`src/rtl/phoenix_switch_control.sv`:
```
// Purpose : Phoenix router switch control: round-robin pick of a requesting input, XY route, crossbar allocation.
// Latency : h present after edge k -> ack_h pulse after edge k+3 (one cycle); grants at most one per 4 cycles.
// Backpr. : a request whose target output is busy is dropped for this round; the requester simply retries later.
// Ports   : clock/reset (sync, active-high); h, data_in, sender from the five input buffers;
//           ack_h grant pulse, free per-output availability, mux_in (per output: driving input),
//           mux_out (per input: allocated output), 3 bits per entry.
module phoenix_switch_control #(
    parameter logic [7:0] ADDRESS = 8'h00,
    parameter int         NPORT   = 5,
    parameter int         FLIT_W  = 16
) (
    input  logic                  clock,
    input  logic                  reset,
    input  logic [NPORT-1:0]      h,
    input  logic [NPORT*FLIT_W-1:0] data_in,
    input  logic [NPORT-1:0]      sender,
    output logic [NPORT-1:0]      ack_h,
    output logic [NPORT-1:0]      free,
    output logic [NPORT*3-1:0]    mux_in,
    output logic [NPORT*3-1:0]    mux_out
);

    localparam logic [2:0] EAST  = 3'd0;
    localparam logic [2:0] WEST  = 3'd1;
    localparam logic [2:0] NORTH = 3'd2;
    localparam logic [2:0] SOUTH = 3'd3;
    localparam logic [2:0] LOCAL = 3'd4;
    localparam logic [3:0] MY_X  = ADDRESS[7:4];
    localparam logic [3:0] MY_Y  = ADDRESS[3:0];

    typedef enum logic [1:0] {S_IDLE, S_SELECT, S_ROUTE, S_ACK} state_t;

    state_t             r_state;
    logic [2:0]         r_last;
    logic [2:0]         r_sel;
    logic [NPORT-1:0]   r_ack_h;
    logic [NPORT-1:0]   r_free;
    logic [NPORT-1:0]   r_sender_q;
    logic [NPORT*3-1:0] r_mux_in;
    logic [NPORT*3-1:0] r_mux_out;

    logic [2:0]         w_cand;
    logic [2:0]         w_next_sel;
    logic               w_found;
    logic [7:0]         w_hdr;
    logic [3:0]         w_tx;
    logic [3:0]         w_ty;
    logic [2:0]         w_out;
    logic [2:0]         w_src;
    logic [NPORT-1:0]   w_release;
    logic               w_unused_flit_bits;

    // Only the low byte of each header carries the destination address.
    assign w_unused_flit_bits = ^data_in;

    // Round-robin search starting just after the last winner, wrapping LOCAL -> EAST.
    always_comb begin
        w_cand     = r_last;
        w_next_sel = r_last;
        w_found    = 1'b0;
        for (int i = 0; i < NPORT; i++) begin
            w_cand = (w_cand == 3'(NPORT - 1)) ? 3'd0 : w_cand + 3'd1;
            if (!w_found && h[w_cand]) begin
                w_found    = 1'b1;
                w_next_sel = w_cand;
            end
        end
    end

    // XY routing on the selected input's header.
    always_comb begin
        w_hdr = '0;
        for (int p = 0; p < NPORT; p++) begin
            if (r_sel == 3'(p)) begin
                w_hdr = data_in[p*FLIT_W +: 8];
            end
        end
        w_tx = w_hdr[7:4];
        w_ty = w_hdr[3:0];
        if (w_tx > MY_X) begin
            w_out = EAST;
        end else if (w_tx < MY_X) begin
            w_out = WEST;
        end else if (w_ty > MY_Y) begin
            w_out = NORTH;
        end else if (w_ty < MY_Y) begin
            w_out = SOUTH;
        end else begin
            w_out = LOCAL;
        end
    end

    // An allocated output frees up when its owning input's sender falls.
    // mux_in of a free output is stale, so the free bit gates it.
    always_comb begin
        w_release = '0;
        w_src     = '0;
        for (int o = 0; o < NPORT; o++) begin
            w_src        = r_mux_in[o*3 +: 3];
            w_release[o] = !r_free[o] && r_sender_q[w_src] && !sender[w_src];
        end
    end

    always_ff @(posedge clock) begin
        if (reset) begin
            r_state    <= S_IDLE;
            r_ack_h    <= '0;
            r_free     <= '1;
            r_mux_in   <= '0;
            r_mux_out  <= '0;
            r_last     <= LOCAL;
            r_sel      <= '0;
            r_sender_q <= '0;
        end else begin
            r_sender_q <= sender;
            r_ack_h    <= '0;
            // Release and grant never hit the same output: a grant needs free=1, a release free=0.
            r_free     <= r_free | w_release;
            case (r_state)
                S_IDLE: begin
                    if (|h) begin
                        r_state <= S_SELECT;
                    end
                end
                S_SELECT: begin
                    if (w_found) begin
                        r_sel   <= w_next_sel;
                        r_last  <= w_next_sel;
                        r_state <= S_ROUTE;
                    end else begin
                        r_state <= S_IDLE;
                    end
                end
                S_ROUTE: begin
                    if (r_free[w_out] && h[r_sel]) begin
                        r_ack_h[r_sel]             <= 1'b1;
                        r_free[w_out]              <= 1'b0;
                        r_mux_in[w_out*3 +: 3]     <= r_sel;
                        r_mux_out[r_sel*3 +: 3]    <= w_out;
                        r_state                    <= S_ACK;
                    end else begin
                        // Pointer already moved on, so a blocked requester cannot starve others.
                        r_state <= S_IDLE;
                    end
                end
                S_ACK: begin
                    r_state <= S_IDLE;
                end
                default: begin
                    r_state <= S_IDLE;
                end
            endcase
        end
    end

    assign ack_h   = r_ack_h;
    assign free    = r_free;
    assign mux_in  = r_mux_in;
    assign mux_out = r_mux_out;

endmodule
```
`config.mk`:
```
export PLATFORM = sky130hd
export DESIGN_NAME = phoenix_switch_control
export DESIGN_NICKNAME = d
export VERILOG_FILES = /design/src/rtl/phoenix_switch_control.sv
export SDC_FILE = /design/constraint.sdc
export NUM_CORES = 1
export LEC_CHECK = 0
export CELL_PAD_IN_SITES_DETAIL_PLACEMENT = 1
export CELL_PAD_IN_SITES_GLOBAL_PLACEMENT = 1
export CORE_UTILIZATION = 32
export CTS_BUF_LIST = sky130_fd_sc_hd__clkbuf_16
export CTS_CLUSTER_DIAMETER = 60
export DETAILED_ROUTE_END_ITERATION = 8
export PLACE_DENSITY_LB_ADDON = 0.1
export SETUP_SLACK_MARGIN = 0.5
export SLEW_MARGIN = 15
export SYNTH_ARGS = -nofsm -noshare
export SYNTH_HDL_FRONTEND = slang
export SYNTH_SLANG_ARGS = --single-unit
```
`constraint.sdc`:
```
create_clock -name clock -period 6.5 [get_ports clock]
set_clock_uncertainty 0.15 [all_clocks]
set_input_delay 1.3 -clock clock [delete_from_list [all_inputs] [get_ports clock]]
set_output_delay 1.3 -clock clock [all_outputs]
set_load 0.02 [all_outputs]
```
==> results.ini <==
[placement]
portBuffers=80
gp_congestion=0.737
hpwl_mm=6.87
placed_cells=512

[clock_network]
clock-root-buffer=clkbuf_16
numCtsBuffers=5
holdBufCountCts=0
clock_latency_ns=0.29
cts_tree=yes
cts_resized=0
cts_setup_buffers=0
clkSinkCount=40
cts_max_level=2
path_clk_slew_ns=0.06
clockBufferDepth=2

[worst_setup_path]
crit_slowest_cell=or4_4
required_ns=6.52
crit_fanout=10
crit_family=compound AO/OA/AOI/OAI gates
crit_top_cell=ha_1
crit_cells=15
cp-end-kind=flip-flop
reg2reg_depth=15
rr_startpoint=r_last[1]$_SDFFE_PP0P_
endpoint=r_last[0]$_SDFFE_PP0P_
crit_start=r_last[1]$_SDFFE_PP0P_
rrSetupSlack_ns=1.73
worst_setup_path_start_kind=flip-flop
cp_num_buf_inv=2
crit_type=reg -> reg
r2r-end=r_last[0]$_SDFFE_PP0P_
slowest_delay_ns=0.56
worstPathCellList=inv_1, ha_1, a21oi_1, inv_1, ha_1, o21ai_0, a22oi_1, ha_1, or4_4, a211o_1, a221o_1, a221o_1, a31oi_4, and3_1, nor3_1
cp.arrival_ns=4.79

[floorplanning]
die_area_um2=9230
die_x_um=96.1
core_area_um2=8380
ioPinCount=132
fp.dieH_um=96.1
start_util_pct=33.8
rows=33

[sta]
maxSlewViolCount=0
period_needed_ns=4.77
final_hold_viol_count=0
post-route-period-util_pct=73.4
rsz0062_at_grt=false
max_freq_ghz=0.210
worst_pin_slew_ns=0.849
report.final.setup_viol=0
fin_setup_tns_ns=0
relSlewSlack_pct=43.1

[routing]
vias_per_cell=5.45
drc=0
num_vias=2832
drtPass1Iterations=4
wirelength_mm=8.94
drt-wirelength-per-cell_um=17.2
drtIter0Drc=85
postRouteAntennaNets=0

[layout]
layout_commonest_cell=clkdlybuf4s50_1
nNetsFinal=517
syn2layout_area_growth_pct=35.9
antenna-diode-count=0
final_cell_mix=80 x clkdlybuf4s50_1, 40 x dfxtp_1, 37 x nor2_1
multiInputGateArea_um2=1870
drive_gt1_share_pct=7.71
finalNonFillerCells=520
fillCellCount=1022
regArea_um2=801

[logic_synthesis]
synth_flop_cell=dfxtp_1
ys.warnings.count=0
synth_edf_count=0
seq_area_frac_synth_pct=28.3
syn_area_per_cell_um2=8.28
async_flop_share_pct=0
ys_ff_latch=40
synth_area_um2=2830
synth_cell_type_count=61
syn_inst=342

[power]
p_leak_nw=1.48
power_density_nw_per_um2=529
ir_worst_vdd_mv=0.193
finalPower_w=0.00203

[global_routing]
grt_pass1_vias=2931
grt_usage_pct=20.3
grt_pass1_wl_mm=14.4
grt_max_degree=28
grt-ovfl-total=0
grt_antenna_before_repair=0

[run_status]
status=finished, final reports clean

[hold_path]
min_path_type=reg -> reg

[job]
drv_cap=0

[flip-flops by register name, indices dropped and copies added, names as in the netlist]
signal      cells
r_sel           1
r_state         2
free            5
r_last          3
mux_out        10
mux_in          9
ack_h           5
r_sender_q      5
[worst min path at each step]
stage                                         from                  endpoint  depth (start not counted)
final                           free[1]$_SDFF_PP1_        free[1]$_SDFF_PP1_                          1
after global routing            free[1]$_SDFF_PP1_        free[1]$_SDFF_PP1_                          1
after CTS                       free[1]$_SDFF_PP1_        free[1]$_SDFF_PP1_                          1
after detailed placement        free[1]$_SDFF_PP1_        free[1]$_SDFF_PP1_                          1
after global placement          free[3]$_SDFF_PP1_        free[3]$_SDFF_PP1_                          1
after floorplan           mux_out[10]$_SDFFE_PP0P_  mux_out[10]$_SDFFE_PP0P_                          2
[through the flow]
stage               setup slack (ns)  util, %  area (µm²)  hold slack, ns
floorplan                       2.02        -        2870           0.393
CTS                             1.71     45.9        3850           0.309
detailed placement              1.74     43.9        3680           0.284
global placement                1.85     43.9        3680           0.283
finish                          1.73     45.9        3850           0.305
global route                    1.44     45.9        3850           0.322
[kinds of logic (layout without fill, tap and decap cells)]
group / Yosys count / after routing / synth area share, %
compound gates: 77 / 77 / 19.4
flops: 40 / 40 / 28.3
buf+inv: 40 / 103 / 6.89
mux: 37 / 37 / 14.7
xor+xnor: 1 / 1 / 0.309
fa+ha+maj: 11 / 11 / 4.86
simple gates: 135 / 135 / 25.4
other cells: 1 / 11 / 0.132
[cells in the mapped netlist, drive strengths merged (2+ instances only)]
| master | instances | area (µm²) |
|---|---|---|
| mux2 | 7 | 78.8 |
| o41ai | 3 | 26.3 |
| buf | 15 | 101 |
| o211ai | 5 | 37.5 |
| nor3 | 13 | 65.1 |
| a22o | 2 | 17.5 |
| a31o | 2 | 17.5 |
| and2 | 6 | 37.5 |
| nand3b | 2 | 15.0 |
| o21ai | 11 | 55.1 |
| or4 | 4 | 37.5 |
| nor3b | 2 | 15.0 |
| a21oi | 19 | 95.1 |
| clkbuf | 14 | 52.6 |
| o21a | 3 | 22.5 |
| nand2b | 7 | 43.8 |
| nor2b | 11 | 68.8 |
| mux2i | 27 | 270 |
| nand4b | 3 | 26.3 |
| nand3 | 15 | 75.1 |
| nand2 | 14 | 52.6 |
| or3 | 4 | 25.0 |
| dfxtp | 40 | 801 |
| nor4 | 6 | 37.5 |
| a311oi | 2 | 17.5 |
| a21o | 2 | 15.0 |
| mux4 | 3 | 67.6 |
| o2111ai | 2 | 17.5 |
| a221o | 2 | 20.0 |
| and3 | 7 | 48.8 |
| o31ai | 2 | 15.0 |
| ha | 11 | 138 |
| a31oi | 7 | 58.8 |
| inv | 10 | 37.5 |
| nor2 | 37 | 139 |
| a211oi | 4 | 35.0 |
[layout make-up]
class                           count  area share (%)
Clock buffer                        5            3.25
Clock inverter                      3            1.20
Inverter                           11            1.07
Multi-Input combinational cell    272            48.7
Sequential cell                    40            20.8
Tap cell                          105            3.41
Timing Repair Buffer               84            21.6
[report_power, final]
part           switching, W  internal, W  total [W]  leakage, nW
registers         0.0000301     0.000268   0.000298        0.325
clock network      0.000112     0.000183   0.000294       0.0804
logic              0.000853     0.000589    0.00144         1.08
[routing by layer]
layer | up-vias | GRT usage, % | part of all wire (%)
met5 | - | 0 | 0
met4 | 0 | 4.85 | 0.77
met3 | 5 | 3.16 | 5.7
met2 | 76 | 35.2 | 47
met1 | 1369 | 26.1 | 47
li1 | 1382 | - | -
Power figures use the tool's default switching activity.
